===== src/rtl/udma_smi_pkg.sv =====
// Shared types and constants for the udma SMI/MDIO (Clause 22) master engine.
package udma_smi_pkg;

  typedef enum logic [3:0] {
    S_IDLE,
    S_PRE,
    S_ST,
    S_OP,
    S_PHY,
    S_REG,
    S_TA,
    S_DATA,
    S_DONE
  } smi_state_e;

  localparam logic [1:0] SMI_ST    = 2'b01;
  localparam logic [1:0] SMI_OP_RD = 2'b10;
  localparam logic [1:0] SMI_OP_WR = 2'b01;

  localparam int SMI_PRE_LEN = 32;
  localparam int SMI_DATA_W  = 16;
  localparam int SMI_ADDR_W  = 5;

  // Bit counter reload value on entry to a frame field (field length minus one).
  function automatic logic [4:0] smi_bit_len(smi_state_e s);
    case (s)
      S_PRE:        smi_bit_len = 5'(SMI_PRE_LEN - 1);
      S_ST, S_OP,
      S_TA:         smi_bit_len = 5'd1;
      S_PHY, S_REG: smi_bit_len = 5'(SMI_ADDR_W - 1);
      S_DATA:       smi_bit_len = 5'(SMI_DATA_W - 1);
      default:      smi_bit_len = 5'd0;
    endcase
  endfunction

endpackage


===== src/rtl/udma_smi_master_if.sv =====
// Register-block side control/status bundle of the SMI master engine.
interface udma_smi_master_if;
  import udma_smi_pkg::*;

  logic                  start_i;
  logic                  rw_i;
  logic [SMI_ADDR_W-1:0] phy_addr_i;
  logic [SMI_ADDR_W-1:0] reg_addr_i;
  logic [SMI_DATA_W-1:0] wr_data_i;
  logic                  busy_o;
  logic                  nd_o;
  logic [SMI_DATA_W-1:0] rd_data_o;

  // The register block issues commands; the engine is the responder.
  modport master (
    output start_i, rw_i, phy_addr_i, reg_addr_i, wr_data_i,
    input  busy_o, nd_o, rd_data_o
  );

  modport slave (
    input  start_i, rw_i, phy_addr_i, reg_addr_i, wr_data_i,
    output busy_o, nd_o, rd_data_o
  );

endinterface


===== src/rtl/udma_smi_clkgen.sv =====
// MDC generator: CLK_DIV clk_i cycles per half-period, held low/reset while disabled,
// with one-cycle rise/fall strobes aligned to the clk_i edge on which MDC changes.
module udma_smi_clkgen #(
  parameter int unsigned CLK_DIV = 4
) (
  input  logic clk_i,
  input  logic rstn_i,
  input  logic en,
  output logic smi_mdc_o,
  output logic mdc_rise,
  output logic mdc_fall
);

  logic [7:0] div_cnt_q;
  logic       mdc_q;
  logic       half_done;

  assign half_done = en && (div_cnt_q == 8'(CLK_DIV - 1));
  assign mdc_rise  = half_done && !mdc_q;
  assign mdc_fall  = half_done && mdc_q;
  assign smi_mdc_o = mdc_q;

  // Holding the divider at zero while disabled makes the first rise exactly CLK_DIV cycles after enable.
  always_ff @(posedge clk_i) begin
    if (!rstn_i || !en) begin
      div_cnt_q <= 8'd0;
      mdc_q     <= 1'b0;
    end else if (half_done) begin
      div_cnt_q <= 8'd0;
      mdc_q     <= ~mdc_q;
    end else begin
      div_cnt_q <= div_cnt_q + 8'd1;
    end
  end

endmodule


===== src/rtl/udma_smi_master.sv =====
// SMI/MDIO Clause 22 master: serializes one management frame per start_i rising edge.
// Optional build macro SMI_PREAMBLE_SUPPRESS_EN adds preamble_skip_i to omit the 32-bit preamble.
module udma_smi_master
  import udma_smi_pkg::*;
#(
  parameter int unsigned CLK_DIV = 4
) (
  input  logic                clk_i,
  input  logic                rstn_i,
  udma_smi_master_if.slave    ctrl,
`ifdef SMI_PREAMBLE_SUPPRESS_EN
  input  logic                preamble_skip_i,
`endif
  output logic                smi_mdc_o,
  output logic                smi_mdio_o,
  output logic                smi_mdio_oe_o,
  input  logic                smi_mdio_i
);

  smi_state_e            state_q, state_d;
  logic [4:0]            bit_cnt_q, bit_cnt_d;
  logic                  start_q;
  logic                  start_acc;
  logic                  skip_pre;
  logic                  busy;
  logic                  mdc_rise, mdc_fall;
  logic                  rw_q;
  logic [SMI_ADDR_W-1:0] phy_q, reg_q;
  logic [SMI_DATA_W-1:0] wr_q, rd_shift_q, rd_data_q;
  logic [1:0]            op_code;

`ifdef SMI_PREAMBLE_SUPPRESS_EN
  assign skip_pre = preamble_skip_i;
`else
  assign skip_pre = 1'b0;
`endif

  assign start_acc = (state_q == S_IDLE) && ctrl.start_i && !start_q;
  assign busy      = (state_q != S_IDLE) && (state_q != S_DONE);
  assign op_code   = rw_q ? SMI_OP_WR : SMI_OP_RD;

  assign ctrl.busy_o    = busy;
  assign ctrl.nd_o      = (state_q == S_DONE);
  assign ctrl.rd_data_o = rd_data_q;

  udma_smi_clkgen #(.CLK_DIV(CLK_DIV)) u_clkgen (
    .clk_i     (clk_i),
    .rstn_i    (rstn_i),
    .en        (busy),
    .smi_mdc_o (smi_mdc_o),
    .mdc_rise  (mdc_rise),
    .mdc_fall  (mdc_fall)
  );

  // Fields advance only on an MDC falling edge, so every new bit starts with MDC low.
  always_comb begin
    state_d   = state_q;
    bit_cnt_d = bit_cnt_q;
    case (state_q)
      S_IDLE: if (start_acc) state_d = skip_pre ? S_ST : S_PRE;
      S_DONE: state_d = S_IDLE;
      default: begin
        if (mdc_fall) begin
          if (bit_cnt_q != 5'd0) begin
            bit_cnt_d = bit_cnt_q - 5'd1;
          end else begin
            case (state_q)
              S_PRE:   state_d = S_ST;
              S_ST:    state_d = S_OP;
              S_OP:    state_d = S_PHY;
              S_PHY:   state_d = S_REG;
              S_REG:   state_d = S_TA;
              S_TA:    state_d = S_DATA;
              default: state_d = S_DONE;
            endcase
          end
        end
      end
    endcase
    if (state_d != state_q) bit_cnt_d = smi_bit_len(state_d);
  end

  // Reads release MDIO from turnaround onward so the PHY can drive it.
  always_comb begin
    smi_mdio_o    = 1'b1;
    smi_mdio_oe_o = 1'b0;
    case (state_q)
      S_PRE: smi_mdio_oe_o = 1'b1;
      S_ST: begin
        smi_mdio_oe_o = 1'b1;
        smi_mdio_o    = SMI_ST[bit_cnt_q[0]];
      end
      S_OP: begin
        smi_mdio_oe_o = 1'b1;
        smi_mdio_o    = op_code[bit_cnt_q[0]];
      end
      S_PHY: begin
        smi_mdio_oe_o = 1'b1;
        smi_mdio_o    = phy_q[bit_cnt_q[2:0]];
      end
      S_REG: begin
        smi_mdio_oe_o = 1'b1;
        smi_mdio_o    = reg_q[bit_cnt_q[2:0]];
      end
      S_TA: begin
        smi_mdio_oe_o = rw_q;
        smi_mdio_o    = rw_q ? bit_cnt_q[0] : 1'b1;
      end
      S_DATA: begin
        smi_mdio_oe_o = rw_q;
        smi_mdio_o    = rw_q ? wr_q[bit_cnt_q[3:0]] : 1'b1;
      end
      default: ;
    endcase
  end

  always_ff @(posedge clk_i) begin
    if (!rstn_i) begin
      state_q    <= S_IDLE;
      bit_cnt_q  <= 5'd0;
      start_q    <= 1'b0;
      rw_q       <= 1'b0;
      phy_q      <= '0;
      reg_q      <= '0;
      wr_q       <= '0;
      rd_shift_q <= '0;
      rd_data_q  <= '0;
    end else begin
      state_q   <= state_d;
      bit_cnt_q <= bit_cnt_d;
      start_q   <= ctrl.start_i;
      if (start_acc) begin
        rw_q  <= ctrl.rw_i;
        phy_q <= ctrl.phy_addr_i;
        reg_q <= ctrl.reg_addr_i;
        wr_q  <= ctrl.wr_data_i;
      end
      if ((state_q == S_DATA) && !rw_q && mdc_rise)
        rd_shift_q <= {rd_shift_q[SMI_DATA_W-2:0], smi_mdio_i};
      // Loading on the final fall makes the new word visible in the nd_o cycle.
      if ((state_q == S_DATA) && (state_d == S_DONE) && !rw_q)
        rd_data_q <= rd_shift_q;
    end
  end

endmodule


===== src/flat_wrapper.sv =====
// flat-port wrapper written by rule: the top's interface ports become plain ports
module udma_smi_master_flat import udma_smi_pkg::*;
#(
  parameter int unsigned CLK_DIV = 4
)
  (clk_i, rstn_i, smi_mdc_o, smi_mdio_o, smi_mdio_oe_o, smi_mdio_i, ctrl_start_i, ctrl_rw_i, ctrl_phy_addr_i, ctrl_reg_addr_i, ctrl_wr_data_i, ctrl_busy_o, ctrl_nd_o, ctrl_rd_data_o);
  udma_smi_master_if ctrl_i ();
  input  logic clk_i;
  input  logic rstn_i;
  output logic smi_mdc_o;
  output logic smi_mdio_o;
  output logic smi_mdio_oe_o;
  input  logic smi_mdio_i;
  input wire logic [$bits(ctrl_i.start_i)-1:0] ctrl_start_i;
  input wire logic [$bits(ctrl_i.rw_i)-1:0] ctrl_rw_i;
  input wire logic [$bits(ctrl_i.phy_addr_i)-1:0] ctrl_phy_addr_i;
  input wire logic [$bits(ctrl_i.reg_addr_i)-1:0] ctrl_reg_addr_i;
  input wire logic [$bits(ctrl_i.wr_data_i)-1:0] ctrl_wr_data_i;
  output wire logic [$bits(ctrl_i.busy_o)-1:0] ctrl_busy_o;
  output wire logic [$bits(ctrl_i.nd_o)-1:0] ctrl_nd_o;
  output wire logic [$bits(ctrl_i.rd_data_o)-1:0] ctrl_rd_data_o;
  assign ctrl_i.start_i = ctrl_start_i;
  assign ctrl_i.rw_i = ctrl_rw_i;
  assign ctrl_i.phy_addr_i = ctrl_phy_addr_i;
  assign ctrl_i.reg_addr_i = ctrl_reg_addr_i;
  assign ctrl_i.wr_data_i = ctrl_wr_data_i;
  assign ctrl_busy_o = ctrl_i.busy_o;
  assign ctrl_nd_o = ctrl_i.nd_o;
  assign ctrl_rd_data_o = ctrl_i.rd_data_o;
  udma_smi_master #(.CLK_DIV(CLK_DIV)) u_core (.clk_i(clk_i), .rstn_i(rstn_i), .ctrl(ctrl_i), .smi_mdc_o(smi_mdc_o), .smi_mdio_o(smi_mdio_o), .smi_mdio_oe_o(smi_mdio_oe_o), .smi_mdio_i(smi_mdio_i));
endmodule

===== config.mk =====
export PLATFORM = sky130hd
export DESIGN_NAME = udma_smi_master_flat
export DESIGN_NICKNAME = d
export VERILOG_FILES = /design/src/rtl/udma_smi_pkg.sv /design/src/rtl/udma_smi_master_if.sv /design/src/rtl/udma_smi_clkgen.sv /design/src/rtl/udma_smi_master.sv /design/src/flat_wrapper.sv
export SDC_FILE = /design/constraint.sdc
export NUM_CORES = 1
export LEC_CHECK = 0
export CAP_MARGIN = 40
export CORE_MARGIN = 2
export CORE_UTILIZATION = 54
export DETAILED_ROUTE_END_ITERATION = 8
export GPL_TIMING_DRIVEN = 0
export PLACE_DENSITY = 0.8
export SKIP_CTS_REPAIR_TIMING = 1
export SLEW_MARGIN = 20
export SYNTH_ARGS = -nofsm -noshare
export SYNTH_HDL_FRONTEND = slang
export SYNTH_HIERARCHICAL = 1
export SYNTH_SLANG_ARGS = --single-unit

===== constraint.sdc =====
create_clock -name clk_i -period 2.6 [get_ports clk_i]
set_input_delay 0.52 -clock clk_i [delete_from_list [all_inputs] [get_ports clk_i]]
set_output_delay 0.52 -clock clk_i [all_outputs]
set_load 0.05 [all_outputs]

==> reports/results.md, run 1 <==
| Parameter | Value | Unit |
|:---|:---|:---|
| Worst R2R Setup Slack | 0.24 | ns |
| # placed instances | 511 | - |
| Critical path startpoint category | flip-flop | - |
| Starting DRC count in detailed routing | 214 | - |
| Global routing usage summed across all routing layers | 22.3 | % |
| Deepest clock path buffer count | 2 | - |
| Insertion delay to the later sink of the worst-skew pair | 0.36 | ns |
| Fmax | 376 | MHz |
| Max Transition Viols Final | 0 | - |
| Clock transition at the registers of the reported paths | 0.09 | ns |
| Overall die width | 84.3 | µm |
| Number of enable flip-flop cells after synthesis | 0 | - |
| First-pass GRT wire length | 12.8 | mm |
| Wirelength per Cell | 14.6 | µm |
| Async SR Flop Fraction | 0 | % |
| Clock skew | 0.0105 | ns |
| Via count of the first global-routing pass | 2703 | - |
| Kind of path behind the tightest hold check | reg -> reg | - |
| Total detailed-routing wirelength | 7.71 | mm |
| Post-synth top flop | sky130_fd_sc_hd__dfxtp_1 | - |
| Final Hold Vio Count | 0 | - |
| Total half-perimeter wirelength after legalization and detailed placement | 5.34 | mm |
| RSZ-0062 raised after global routing | yes | - |
| Sinks on the clock net | 78 | - |
| Worst slew margin relative to its limit | 65.4 | % |
| Clock buffers created by TritonCTS | 9 | - |
| Area of the mapped netlist | 3480 | µm² |
| Placement-stage cell area | 4090 | µm² |
| Maximum number of pins on one net before global-route repair | 15 | - |
| Critical path cell sequence | buf_4 -> mux4_2 -> mux2i_4 -> a211oi_1 -> a211o_1 -> buf_6 | - |
| Fin nets | 481 | - |
| First-pass iteration count of the detailed router | 5 | - |
| Remaining DRCs | 0 | - |
| Leakage power | 1.89 | nW |
| CTS Root Buffer Type | sky130_fd_sc_hd__clkbuf_8 | - |
| Count of max-cap constraint violations | 0 | - |
| Power Density | 607 | nW/µm² |
| Syn. warnings | 6 | - |
| Worst path arrival time | 2.14 | ns |
| Post-synthesis cell count | 383 | - |
| Max Fanout on Critical Path | 2 | - |
| Post-synthesis cell type count | 49 | - |
| Rows | 29 | - |
| Flip-flop and latch count after synthesis | 78 | - |
| Number of primary I/O pins | 52 | - |
| Final antenna-violating net count | 0 | - |
| Bufs and invs on worst path | 2 | - |
| Crit-path max cell delay | 0.53 | ns |
| Kind of critical path | reg -> out | - |
| IR Drop Worst-Case VDD | 496 | µV |
| Transition time of the tightest slew-check pin | 0.518 | ns |
| Layout fillers | 503 | - |
| GPL Wtd Cong | 0.883 | - |
| Syn Area/Cell | 9.10 | µm² |
| Required time worst endpoint | 2.08 | ns |
| Area growth, synth to finish | 25.5 | % |
| Core footprint | 6280 | µm² |
| Area of all placed cells without fillers | 4370 | µm² |
| Critical-path top delay cell | sky130_fd_sc_hd__mux4_2 | - |
| Final-report setup violation count | 1 | - |
| Largest delay share family, worst path | multiplexers | - |
| Number of non-filler instances in the completed layout | 528 | - |
| Layout cells sized above 1 | 12.6 | % |
| GR Overflow Total | 0 | - |
| Initial antenna violation count | 0 | - |
| Worst hold slack | 0.459 | ns |
| Worst Setup Slack, final | -0.0590 | ns |
| Full die area | 7110 | µm² |
| TritonCTS clock tree | yes | - |
| Run status | finished with violations | - |
| Sum of negative setup slack | -0.0590 | ns |
| Number of inserted diodes | 0 | - |
| Number of port buffers | 51 | - |
| Number of levels in the clock H-tree | 3 | - |
| Via density per instance | 5.57 | - |
| Tcrit/Tclk final | 102 | % |
| Kind of end point of the critical path | output pin | - |
| Nets in the synthesized netlist | 418 | - |
| Sequential area share after synthesis | 44.8 | % |
| Die H | 84.3 | µm |
| Routed vias | 2942 | - |
| Initial cell density of the core | 55.5 | % |
| Failing checks | setup timing | - |
| Time the final worst path needs with I/O delays and setup | 2.66 | ns |
-- placed cells by master, fill, tap and decap left out, types with 4 or more instances in the layout --
cell type and instances:
sky130_fd_sc_hd__a21oi_1 36, sky130_fd_sc_hd__buf_2 6, sky130_fd_sc_hd__clkbuf_1 11, sky130_fd_sc_hd__clkbuf_8 9, sky130_fd_sc_hd__clkdlybuf4s50_1 48, sky130_fd_sc_hd__dfxtp_1 77
sky130_fd_sc_hd__ha_1 4, sky130_fd_sc_hd__inv_1 7, sky130_fd_sc_hd__mux2i_1 35, sky130_fd_sc_hd__mux4_2 7, sky130_fd_sc_hd__nand2_1 66, sky130_fd_sc_hd__nand2b_1 4
sky130_fd_sc_hd__nand3_1 8, sky130_fd_sc_hd__nand4_1 7, sky130_fd_sc_hd__nor2_1 43, sky130_fd_sc_hd__o21ai_0 8, sky130_fd_sc_hd__or3_1 4, sky130_fd_sc_hd__xnor2_1 4
-- kinds of logic after synthesis --
kind of cell / share of synthesized area, %
adder cells (fa/ha/maj): 1.44
AND/OR/NAND/NOR: 22.5
AO/OA/AOI/OAI: 10.0
multiplexers: 14.9
flip-flops: 44.8
XOR/XNOR: 1.76
buffers and inverters: 4.60
-- where the power goes --
group,switching [mW],internal (mW)
clock,0.462,0.544
combinational,0.209,0.173
sequential,0.0290,1.24
total,0.701,1.95
-- path summary, 6_finish.rpt --
| check | depth (start not counted) | start | end |
|---|---|---|---|
| setup / recovery | 6 | u_core/bit_cnt_q[0]$_SDFFE_PN0P_ | smi_mdio_o |
| hold / removal | 2 | u_core/wr_q[9]$_SDFFE_PN0P_ | u_core/wr_q[9]$_SDFFE_PN0P_ |
| setup reg to reg | 8 | u_core/state_q[1]$_SDFF_PN0_ | u_core/bit_cnt_q[4]$_SDFFE_PN0P_ |
| hold reg to reg | 2 | u_core/wr_q[9]$_SDFFE_PN0P_ | u_core/wr_q[9]$_SDFFE_PN0P_ |
-- worst reg2reg max path, cell delays in order, from the launching register on --
cell and delay [ns]:
sky130_fd_sc_hd__dfxtp_1 0.49, sky130_fd_sc_hd__nor3_4 0.12, sky130_fd_sc_hd__inv_2 0.17, sky130_fd_sc_hd__nor4b_2 0.37, sky130_fd_sc_hd__and3_1 0.30, sky130_fd_sc_hd__clkbuf_2 0.26
sky130_fd_sc_hd__nand4_1 0.13, sky130_fd_sc_hd__or3_1 0.32, sky130_fd_sc_hd__a31oi_1 0.16
-- cells in the mapped netlist, types with 2 or more instances --
library cell | instances | share of area [%]
sky130_fd_sc_hd__nor3_1 | 3 | 0.43
sky130_fd_sc_hd__xor2_1 | 3 | 0.75
sky130_fd_sc_hd__nand3b_1 | 3 | 0.65
sky130_fd_sc_hd__a21oi_1 | 36 | 5.2
sky130_fd_sc_hd__or3_1 | 4 | 0.72
sky130_fd_sc_hd__and2_1 | 2 | 0.36
sky130_fd_sc_hd__buf_6 | 2 | 0.65
sky130_fd_sc_hd__nor4b_2 | 2 | 0.86
sky130_fd_sc_hd__nand2b_1 | 4 | 0.72
sky130_fd_sc_hd__ha_1 | 4 | 1.4
sky130_fd_sc_hd__dfxtp_1 | 78 | 45
sky130_fd_sc_hd__nor2_1 | 43 | 4.6
sky130_fd_sc_hd__clkbuf_1 | 13 | 1.4
sky130_fd_sc_hd__o21ai_0 | 8 | 1.1
sky130_fd_sc_hd__mux2i_1 | 36 | 10
sky130_fd_sc_hd__xnor2_1 | 4 | 1.0
sky130_fd_sc_hd__mux4_2 | 7 | 4.5
sky130_fd_sc_hd__buf_2 | 8 | 1.1
sky130_fd_sc_hd__a31oi_1 | 2 | 0.36
sky130_fd_sc_hd__nor3b_1 | 3 | 0.65
sky130_fd_sc_hd__nand3_1 | 8 | 1.1
sky130_fd_sc_hd__and3_1 | 2 | 0.36
sky130_fd_sc_hd__nor2b_1 | 2 | 0.36
sky130_fd_sc_hd__buf_4 | 2 | 0.43
sky130_fd_sc_hd__a21o_1 | 2 | 0.43
sky130_fd_sc_hd__nand2_1 | 66 | 7.1
sky130_fd_sc_hd__nand4_1 | 7 | 1.3
sky130_fd_sc_hd__inv_1 | 8 | 0.86
-- final cells by class --
cell class	instances	area, µm²	area share, %
clock inverters	7	96.3	2.20
flip-flops and latches	78	1570	35.8
plain buffers	25	146	3.35
clock buffers	9	124	2.83
multi-input cells	271	1790	40.9
inverters	9	33.8	0.772
repair buffers	52	524	12.0
well taps	77	96.3	2.20
-- stage by stage --
step / setup slack (ns) / util (%) / power (mW)
2_1_floorplan: 0.146 / - / 1.53
3_3_place_gp: -0.573 / 65.2 / 1.64
3_5_place_dp: -0.604 / 65.2 / 1.65
4_1_cts: -1.01 / 68.7 / 2.65
5_1_grt: -0.149 / 69.7 / 2.76
6_report: -0.0590 / 69.7 / 2.65
-- layer usage --
layer / track usage, % / vias up / wire, µm
met5: 0 / - / 0
met4: 7.07 / 0 / 101
met3: 5.80 / 10 / 445
met2: 35.2 / 84 / 3650
met1: 30.1 / 1399 / 3520
li1: - / 1449 / -
-- sequential cells by signal, summed over array words and instances (netlist names) --
name                       count
u_core/u_clkgen/smi_mdc_o      1
u_core/start_q                 1
u_core/rd_shift_q             16
u_core/phy_q                   5
u_core/bit_cnt_q               5
u_core/reg_q                   5
u_core/ctrl.rd_data_o         16
u_core/u_clkgen/div_cnt_q      8
u_core/state_q                 4
u_core/wr_q                   16
u_core/rw_q                    1
No activity file was read; power rests on OpenSTA's default activity.
==> inputs of run 2 (changes only) <==
clock period = 2.8 ns   (was 2.6 ns; I/O delays follow)
==> run 2 against run 1 <==
Net effect:
- the flow now finishes without violations
- critical path depth increased by 2
- sequential cell count unchanged
- setup slack improved by 0.087 ns
- first-iteration DRC count increased by 9.3%
- clock skew increased by 0.00053 ns
- power decreased by 7.6%
- highest routed layer unchanged
==> reports/results.md, run 2 (synthesized netlist as in run 1, its figures left out) <==
| Parameter | Value | Unit |
|:---|:---|:---|
| Run status | complete, no violations | - |
| Clock transition at the registers of the reported paths | 0.08 | ns |
| Global routing usage summed across all routing layers | 22.3 | % |
| Critical path startpoint category | flip-flop | - |
| Kind of end point of the critical path | output pin | - |
| Most frequent standard cell in the layout excluding fill and tap cells | sky130_fd_sc_hd__dfxtp_1 | - |
| Via count of the first global-routing pass | 2703 | - |
| Tcrit/Tclk final | 99.0 | % |
| GR Overflow Total | 0 | - |
| IR Drop Worst-Case VDD | 458 | µV |
| Worst slew margin relative to its limit | 64.2 | % |
| Total detailed-routing wirelength | 7.61 | mm |
| Worst setup path endpoint | smi_mdio_o | - |
| Number of levels in the clock H-tree | 3 | - |
| Fin nets | 480 | - |
| Overall die width | 84.3 | µm |
| Worst path arrival time | 2.21 | ns |
| Clock buffers created by TritonCTS | 9 | - |
| Count of cells along the worst register-to-register path | 8 | - |
| Wirelength per Cell | 14.4 | µm |
| Initial cell density of the core | 55.5 | % |
| Number of port buffers | 51 | - |
| TritonCTS clock tree | yes | - |
| Worst R2R Setup Slack | 0.30 | ns |
| CTS Root Buffer Type | sky130_fd_sc_hd__clkbuf_8 | - |
| Total half-perimeter wirelength after legalization and detailed placement | 5.34 | mm |
| Number of primary I/O pins | 52 | - |
| Maximum number of pins on one net before global-route repair | 15 | - |
| Total chip power | 2.45 | mW |
| Required time worst endpoint | 2.24 | ns |
| Final antenna-violating net count | 0 | - |
| Via density per instance | 5.59 | - |
| Final-report setup violation count | 0 | - |
| Initial antenna violation count | 0 | - |
| Highest-count cells in the layout ignoring fill and taps | sky130_fd_sc_hd__dfxtp_1 (77), sky130_fd_sc_hd__nand2_1 (66), sky130_fd_sc_hd__clkdlybuf4s50_1 (50), sky130_fd_sc_hd__nor2_1 (43) | - |
| Fmax | 361 | MHz |
| First-pass iteration count of the detailed router | 5 | - |
| Kind of critical path | reg -> out | - |
| Deepest clock path buffer count | 2 | - |
| Insertion delay to the later sink of the worst-skew pair | 0.36 | ns |
| Starting DRC count in detailed routing | 234 | - |
| Leakage power | 1.85 | nW |
| Critical Path Start | u_core/bit_cnt_q[0]$_SDFFE_PN0P_ | - |
| Routed vias | 2944 | - |
| Clock skew | 0.0110 | ns |
| Transition time of the tightest slew-check pin | 0.538 | ns |
| Core footprint | 6280 | µm² |
| Rows | 29 | - |
| Max Transition Viols Final | 0 | - |
| Count of max-cap constraint violations | 0 | - |
| Area growth, synth to finish | 24.3 | % |
| Worst hold slack | 0.459 | ns |
| Max Fanout on Critical Path | 10 | - |
| Critical register-to-register path endpoint | u_core/bit_cnt_q[4]$_SDFFE_PN0P_ | - |
| RSZ-0062 raised after global routing | yes | - |
| GPL Wtd Cong | 0.883 | - |
| Number of inserted diodes | 0 | - |
| Power Density | 566 | nW/µm² |
| Layout cells sized above 1 | 11.3 | % |
| Origin of the critical flop-to-flop path | u_core/state_q[1]$_SDFF_PN0_ | - |
| Die H | 84.3 | µm |
| Sinks on the clock net | 78 | - |
| Remaining DRCs | 0 | - |
| First-pass GRT wire length | 12.8 | mm |
| Kind of path behind the tightest hold check | reg -> reg | - |
| Full die area | 7110 | µm² |
| Time the final worst path needs with I/O delays and setup | 2.77 | ns |
| Final Hold Vio Count | 0 | - |
run 2: cell count changes in the layout (fill, tap and decap cells not counted), moves of 2 or more:
cell | previous run | this run
sky130_fd_sc_hd__clkbuf_2 | 2 | 0
sky130_fd_sc_hd__clkdlybuf4s50_1 | 48 | 50
sky130_fd_sc_hd__clkbuf_1 | 11 | 13
sky130_fd_sc_hd__dlymetal6s2s_1 | 2 | 0
run 2: routing by layer:
metal	track usage [%]	vias to the layer above	part of all wire (%)
li1	-	1442	-
met1	30.1	1404	46
met2	35.2	89	48
met3	5.80	9	5.6
met4	7.07	0	1.2
met5	0	-	0
run 2: worst min-delay path by stage:
stage | start | end | slack, ns | cells past startpoint
after detailed placement | u_core/reg_q[3]$_SDFFE_PN0P_ | u_core/reg_q[3]$_SDFFE_PN0P_ | 0.45 | 2
after floorplan | u_core/phy_q[4]$_SDFFE_PN0P_ | u_core/phy_q[4]$_SDFFE_PN0P_ | 0.43 | 2
after global routing | u_core/wr_q[6]$_SDFFE_PN0P_ | u_core/wr_q[6]$_SDFFE_PN0P_ | 0.48 | 2
final | u_core/reg_q[3]$_SDFFE_PN0P_ | u_core/reg_q[3]$_SDFFE_PN0P_ | 0.46 | 2
after global placement | u_core/wr_q[1]$_SDFFE_PN0P_ | u_core/wr_q[1]$_SDFFE_PN0P_ | 0.44 | 2
after CTS | u_core/wr_q[9]$_SDFFE_PN0P_ | u_core/wr_q[9]$_SDFFE_PN0P_ | 0.46 | 2
run 2: worst max-delay path, cell delays in order (launching register included):
cell,delay [ns]
sky130_fd_sc_hd__dfxtp_4,0.38
sky130_fd_sc_hd__buf_8,0.15
sky130_fd_sc_hd__inv_1,0.10
sky130_fd_sc_hd__ha_1,0.21
sky130_fd_sc_hd__nand2b_1,0.14
sky130_fd_sc_hd__mux4_2,0.46
sky130_fd_sc_hd__o2111ai_1,0.10
sky130_fd_sc_hd__a211o_1,0.16
sky130_fd_sc_hd__buf_6,0.16
run 2: final cells by class:
type                            count  area, µm²
Inverter                            9       33.8
Sequential cell                    78       1570
Tap cell                           77       96.3
Clock inverter                      7       96.3
Buffer                             25        136
Multi-Input combinational cell    271       1770
Fill cell                         510       1940
Clock buffer                        9        124
Timing Repair Buffer               51        512
run 2: stage by stage:
step                      setup WS, ns  area, µm²  TNS, ns  utilization, %  cells
final                           0.0277       4330        0            69.0    527
after global routing           -0.0938       4330  -0.0938            69.0    527
after CTS                       -0.848       4310   -0.890            68.7    527
after detailed placement        -0.444       4090   -0.444            65.2    511
after global placement          -0.413       4090   -0.413            65.2    511
after floorplan                  0.306       3480        0               -    383
run 2: power by group:
part	switching, mW	total, mW	internal, mW
sequential	0.0279	1.18	1.15
combinational	0.187	0.340	0.154
clock	0.431	0.936	0.505
total	0.646	2.45	1.81
